===== config.mk =====
export PLATFORM = sky130hd
export DESIGN_NAME = matrix_keypad_scanner
export DESIGN_NICKNAME = d
export VERILOG_FILES = /design/src/rtl/keypad_pkg.sv /design/src/rtl/row_encoder.sv /design/src/rtl/matrix_keypad_scanner.sv
export SDC_FILE = /design/constraint.sdc
export NUM_CORES = 1
export LEC_CHECK = 0
export CORE_MARGIN = 5
export CORE_UTILIZATION = 53
export CTS_CLUSTER_SIZE = 25
export DETAILED_ROUTE_END_ITERATION = 10
export PLACE_DENSITY_LB_ADDON = 0.08
export SETUP_SLACK_MARGIN = 0.4
export SYNTH_ARGS = -nofsm -noshare
export SYNTH_HDL_FRONTEND = slang
export SYNTH_HIERARCHICAL = 1
export SYNTH_SLANG_ARGS = --single-unit

===== constraint.sdc =====
create_clock -name clock -period 2.6 [get_ports clock]
set_input_delay 0.78 -clock clock [delete_from_list [all_inputs] [get_ports clock]]
set_output_delay 0.78 -clock clock [all_outputs]
set_load 0.01 [all_outputs]

===== src/rtl/keypad_pkg.sv =====
// keypad_pkg: shared FSM encoding and width helpers for the keypad scanner
package keypad_pkg;

    typedef enum logic [2:0] {
        ST_IDLE     = 3'd0,
        ST_SCAN     = 3'd1,
        ST_DEBOUNCE = 3'd2,
        ST_LOAD     = 3'd3,
        ST_HOLD     = 3'd4
    } state_t;

    // Ceiling log2, never below 1 so a one-value field still gets a bit.
    function automatic int clog2(input int value);
        int w;
        w = 1;
        while ((1 << w) < value) w++;
        return w;
    endfunction

    function automatic int max2(input int a, input int b);
        return (a > b) ? a : b;
    endfunction

endpackage


===== src/rtl/row_encoder.sv =====
// row_encoder: lowest-set-bit index and one-hot flag of a row vector
//   row    - row vector to encode
//   index  - index of the lowest set bit (0 when row is zero)
//   onehot - exactly one bit of row is set
module row_encoder import keypad_pkg::*; #(
    parameter  int ROWS  = 4,
    localparam int IDX_W = clog2(ROWS)
) (
    input  logic [ROWS-1:0]  row,
    output logic [IDX_W-1:0] index,
    output logic             onehot
);

    // Walking downward leaves the lowest set bit as the winner.
    always_comb begin
        index = '0;
        for (int i = ROWS - 1; i >= 0; i--)
            if (row[i]) index = IDX_W'(i);
    end

    assign onehot = (row != '0) && ((row & (row - ROWS'(1))) == '0);

endmodule


===== src/rtl/matrix_keypad_scanner.sv =====
// matrix_keypad_scanner: column-scanning, debounced matrix keypad decoder
//   clock     - rising-edge clock
//   reset     - synchronous active-high reset
//   row       - active-high row sense (already synchronised)
//   col       - active-high column drive
//   code      - key index row*COLS+col, held between loads
//   reg_load  - one-cycle pulse when code is updated
//   key_held  - high from the reg_load cycle until release is debounced
//   multi_key - one-cycle pulse for a rejected multi-row press
module matrix_keypad_scanner import keypad_pkg::*; #(
    parameter  int ROWS     = 4,
    parameter  int COLS     = 4,
    parameter  int DWELL    = 4,
    parameter  int DEBOUNCE = 16,
    localparam int CODE_W   = clog2(ROWS * COLS)
) (
    input  logic              clock,
    input  logic              reset,
    input  logic [ROWS-1:0]   row,
    output logic [COLS-1:0]   col,
    output logic [CODE_W-1:0] code,
    output logic              reg_load,
    output logic              key_held,
    output logic              multi_key
);

    localparam int CNT_W = clog2(max2(DWELL, DEBOUNCE) + 1);
    localparam int COL_W = clog2(COLS);
    localparam int ROW_W = clog2(ROWS);
    localparam logic [CNT_W-1:0] DWELL_LAST = CNT_W'(DWELL - 1);
    localparam logic [CNT_W-1:0] DEB_LAST   = CNT_W'(DEBOUNCE - 1);
    localparam logic [COL_W-1:0] COL_LAST   = COL_W'(COLS - 1);

    state_t            state, state_d;
    logic [COL_W-1:0]  col_idx, col_idx_d;
    logic [CNT_W-1:0]  cnt, cnt_d, cnt_inc;
    logic [ROWS-1:0]   latched, latched_d;
    logic [COLS-1:0]   col_d;
    logic [CODE_W-1:0] code_d;
    logic              reg_load_d, key_held_d, multi_key_d;
    logic [ROW_W-1:0]  row_idx;
    logic              row_onehot;

    row_encoder #(.ROWS(ROWS)) u_row_encoder (
        .row    (latched),
        .index  (row_idx),
        .onehot (row_onehot)
    );

    // One counter serves dwell, press debounce and release debounce.
    assign cnt_inc = (cnt == '1) ? cnt : cnt + CNT_W'(1);

    always_comb begin
        state_d     = state;
        col_idx_d   = col_idx;
        cnt_d       = cnt;
        latched_d   = latched;
        code_d      = code;
        reg_load_d  = 1'b0;
        multi_key_d = 1'b0;
        key_held_d  = key_held;
        case (state)
            ST_IDLE:
                if (row != '0) begin
                    state_d   = ST_SCAN;
                    col_idx_d = '0;
                    cnt_d     = '0;
                end
            ST_SCAN:
                if (cnt != DWELL_LAST) begin
                    cnt_d = cnt_inc;
                end else if (row != '0) begin
                    state_d   = ST_DEBOUNCE;
                    latched_d = row;
                    cnt_d     = '0;
                end else if (col_idx == COL_LAST) begin
                    state_d = ST_IDLE;
                    cnt_d   = '0;
                end else begin
                    col_idx_d = col_idx + COL_W'(1);
                    cnt_d     = '0;
                end
            ST_DEBOUNCE:
                if (row != latched) begin
                    state_d = ST_IDLE;
                    cnt_d   = '0;
                end else if (cnt != DEB_LAST) begin
                    cnt_d = cnt_inc;
                end else if (row_onehot) begin
                    state_d    = ST_LOAD;
                    cnt_d      = '0;
                    code_d     = CODE_W'(int'(row_idx) * COLS + int'(col_idx));
                    reg_load_d = 1'b1;
                    key_held_d = 1'b1;
                end else begin
                    // Ambiguous press: flag it and wait for full release.
                    state_d     = ST_HOLD;
                    cnt_d       = '0;
                    multi_key_d = 1'b1;
                end
            ST_LOAD: begin
                state_d = ST_HOLD;
                cnt_d   = '0;
            end
            ST_HOLD:
                if (row != '0) begin
                    cnt_d = '0;
                end else if (cnt != DEB_LAST) begin
                    cnt_d = cnt_inc;
                end else begin
                    state_d    = ST_IDLE;
                    cnt_d      = '0;
                    key_held_d = 1'b0;
                end
            default: begin
                state_d    = ST_IDLE;
                cnt_d      = '0;
                key_held_d = 1'b0;
            end
        endcase
        // Drive one column while scanning or debouncing, all columns otherwise.
        col_d = (state_d == ST_SCAN || state_d == ST_DEBOUNCE) ? (COLS'(1) << col_idx_d) : '1;
    end

    always_ff @(posedge clock) begin
        if (reset) begin
            state     <= ST_IDLE;
            col_idx   <= '0;
            cnt       <= '0;
            latched   <= '0;
            col       <= '1;
            code      <= '0;
            reg_load  <= 1'b0;
            key_held  <= 1'b0;
            multi_key <= 1'b0;
        end else begin
            state     <= state_d;
            col_idx   <= col_idx_d;
            cnt       <= cnt_d;
            latched   <= latched_d;
            col       <= col_d;
            code      <= code_d;
            reg_load  <= reg_load_d;
            key_held  <= key_held_d;
            multi_key <= multi_key_d;
        end
    end

endmodule


==> impl_metrics.env <==
export IMPL_start_util=0.5683
export IMPL_use_met2=0.2729
export IMPL_hold_buffers=0
export IMPL_path_max_fanout=5
export IMPL_grt_pass1_wl_um=4740
export IMPL_place_area_mm2=0.001519
export IMPL_rsz0062_at_grt="no"
export IMPL_swShare=0.2334
export IMPL_slowest_stage="or4_4"
export IMPL_via_per_inst=5.776
export IMPL_start_kind="input port"
export IMPL_powerDensity_mw_per_mm2=393.8
export IMPL_grtUsageMet3=0.02832
export IMPL_critPathTopFamily="simple AND/OR/NAND/NOR gates"
export IMPL_p_clk_frac=0.269
export IMPL_grt_usage=0.1725
export IMPL_intPower_mw=0.4834
export IMPL_fp_dieH_um=59.17
export IMPL_drt_pass1_iterations=6
export IMPL_placed_cells=195
export IMPL_synth_fa_ha_area_frac=0.009766
export IMPL_fp_dieArea_mm2=0.003501
export IMPL_max_freq_ghz=0.4702
export IMPL_antenna_found_initial=0
export IMPL_place_congestion=0.8481
export IMPL_synth_edf_count=0
export IMPL_path_cells="clkdlybuf4s15_1, xnor2_1, nand4_1, or4_4, o21a_4, o31ai_4, mux2_4"
export IMPL_dr_first_iter_drc_count=36
export IMPL_htree_num_levels=1
export IMPL_grt_max_degree=24
export IMPL_vias=1161
export IMPL_grt_busiest_layer="met2"
export IMPL_detail_route_antenna_nets=0
export IMPL_ys_seq_area_frac=0.3906
export IMPL_cts_tree="done"
export IMPL_synth_compound_area_frac=0.1855
export IMPL_final_area_mm2=0.001602
export IMPL_synth_top_area_cell="dfxtp_1"
export IMPL_cpPeakStageDelay_ns=0.47
export IMPL_syn_area_per_cell_um2=8.599
export IMPL_fin_cells=201
export IMPL_worstPathArrival_ns=2.40
export IMPL_io_buffers=16
export IMPL_io_pins=17
export IMPL_synth_top_area_share=0.3906
export IMPL_pwr_share_comb=0.105
export IMPL_p_seq_frac=0.626
export IMPL_synth_area_leaders="dfxtp_1 39%, nand2_1 4.7%, a21oi_1 4.3%"
export IMPL_grt_ovfl_total=0
export IMPL_switching_power_mw=0.1472
export IMPL_synth_top_family_by_area="simple AND/OR/NAND/NOR gates"
export IMPL_setup_viol=0
export IMPL_post_synth_instance_area_mm2=0.001281
export IMPL_drive_gt1_frac=0.1734
export IMPL_vdd_ir_drop_max_mv=0.3490
export IMPL_skew_ns=0.01262
export IMPL_hold_path_class="flip-flop to flip-flop"
export IMPL_wl_per_cell_um=13.53
export IMPL_maxCapViolations=0
export IMPL_tightest_slew_ns=0.4089
export IMPL_cts_sink_count=25
export IMPL_status="completed"
export IMPL_coreArea_mm2=0.002255
export IMPL_syn_nets=156
export IMPL_cts_root_buf="clkbuf_4"
export IMPL_ys_types=45
export IMPL_syn_inst=149
export IMPL_synth_simple_gate_area_frac=0.2861
export IMPL_clock_path_buffers=2
export IMPL_p_leak_nw=0.5679
export IMPL_fin_tns_setup_ns=0
export IMPL_ys_seq_elements=25
export IMPL_power_mw=0.6306
export IMPL_numCtsBuffers=3
export IMPL_drt_wl_total_um=2719
export IMPL_num_antenna_cells=0
export IMPL_endpoint_kind="flip-flop"
export IMPL_ys_warnings_count=6
export IMPL_dp_hpwl_um=2015
export IMPL_first_global_vias=1061
export IMPL_slew_headroom=0.7231
export IMPL_slew_viol_final=0
export IMPL_clkSlewWorstSetupHoldPaths_ns=0.14
export IMPL_synth_ff_type="dfxtp_1"
export IMPL_synth_xor_area_frac=0.03418
export IMPL_syn2layout_area_growth_pct=25.00
export IMPL_finalHoldViolCount=0
export IMPL_synth_common_cells="25 x dfxtp_1, 16 x nand2_1, 13 x nor2_1"
export IMPL_clock_latency_ns=0.31
export IMPL_die_x_um=59.17
export IMPL_finalCritPeriodShare=0.8180
export IMPL_layout_nets=181
export IMPL_std_cell_rows=17
export IMPL_grtUsageMet1=0.2384
export IMPL_worst_path_buf_inv=1
export IMPL_drc=0
export IMPL_crit_type="input port to flip-flop"
export IMPL_min_period_ns=2.127
export IMPL_synth_most_common_cell="dfxtp_1"
export IMPL_synth_mux_area_frac=0.04785
export IMPL_required_ns=2.87
export IMPL_postSynth_asyncResetShare=0
power by group through the flow:
stage / registers (mW) / logic (mW) / clock network [mW]
floorplan: 0.402 / 0.0306 / 0
global placement: 0.403 / 0.0601 / 0
detailed placement: 0.403 / 0.0615 / 0
CTS: 0.395 / 0.0634 / 0.177
global route: 0.396 / 0.0717 / 0.197
finish: 0.395 / 0.0662 / 0.169
layout by cell type, fill, tap and decap left out, types with 3 or more instances in the layout:
cell type        count
nand2b_1             3
inv_1                5
o211ai_1             3
buf_4               11
nand3_1              3
o21a_1               3
mux2i_1              5
nor3_1               5
clkbuf_4             3
a21oi_1             11
nor3b_1              3
nor2_1              13
nand2_1             15
dfxtp_1             25
clkdlybuf4s50_1     12
xnor2_1              5
flip-flops by register name, indices dropped and copies added (netlist names):
signal,count
reg_load,1
multi_key,1
col_idx,2
code,4
key_held,1
state,3
latched,4
col,4
cnt,5
routing by layer:
metal | share of wire | up-vias
met2 | 0.48 | 34
met3 | 0.048 | 6
met4 | 0.013 | 0
li1 | - | 585
met5 | 0 | -
met1 | 0.46 | 536
cell families (layout without fill, tap and decap cells):
| logic type | Yosys count | in the layout |
|---|---|---|
| fa+ha+maj | 1 | 1 |
| mux | 6 | 6 |
| compound gates | 34 | 34 |
| flops | 25 | 25 |
| buf+inv | 14 | 38 |
| xor+xnor | 5 | 5 |
| simple gates | 64 | 64 |
worst min-delay path: stages (launching register included):
cell	delay [ns]
dfxtp_1	0.34
mux2i_1	0.06
nor2_1	0.07
area by class of cell:
type | count | area [µm²]
fillers | 200 | 653.1
multi-input cells | 110 | 770.7
clock buffers | 4 | 26.28
repair buffers | 29 | 250.2
flip-flops and latches | 25 | 500.5
inverters | 5 | 18.77
well taps | 28 | 35.03
metrics by stage:
step	hold slack [ns]	utilization	worst slack (ns)
floorplan	0.4690	-	0.4790
global placement	0.4768	0.6737	-0.1350
global route	0.5579	0.7103	0.4092
CTS	0.5232	0.6953	0.4005
finish	0.5099	0.7103	0.4733
detailed placement	0.4910	0.6737	-0.2306
final timing paths:
check	slack [ns]	end	startpoint	cells past startpoint
setup / recovery	0.47	cnt[0]	row[2]	7
hold / removal	0.51	code[3]	code[3]	2
setup reg to reg	0.56	code[1]	latched[3]	7
hold reg to reg	0.51	code[3]	code[3]	2
timing repair:
item | 4_1_cts | 5_1_grt
resized for setup | 13 | 10
setup endpoints to repair | 17 | 12
buffers inserted | 0 | 2
endpoints found under the hold margin | 0 | 0
pin swaps | 6 | 6
Power figures use the tool's default switching activity.
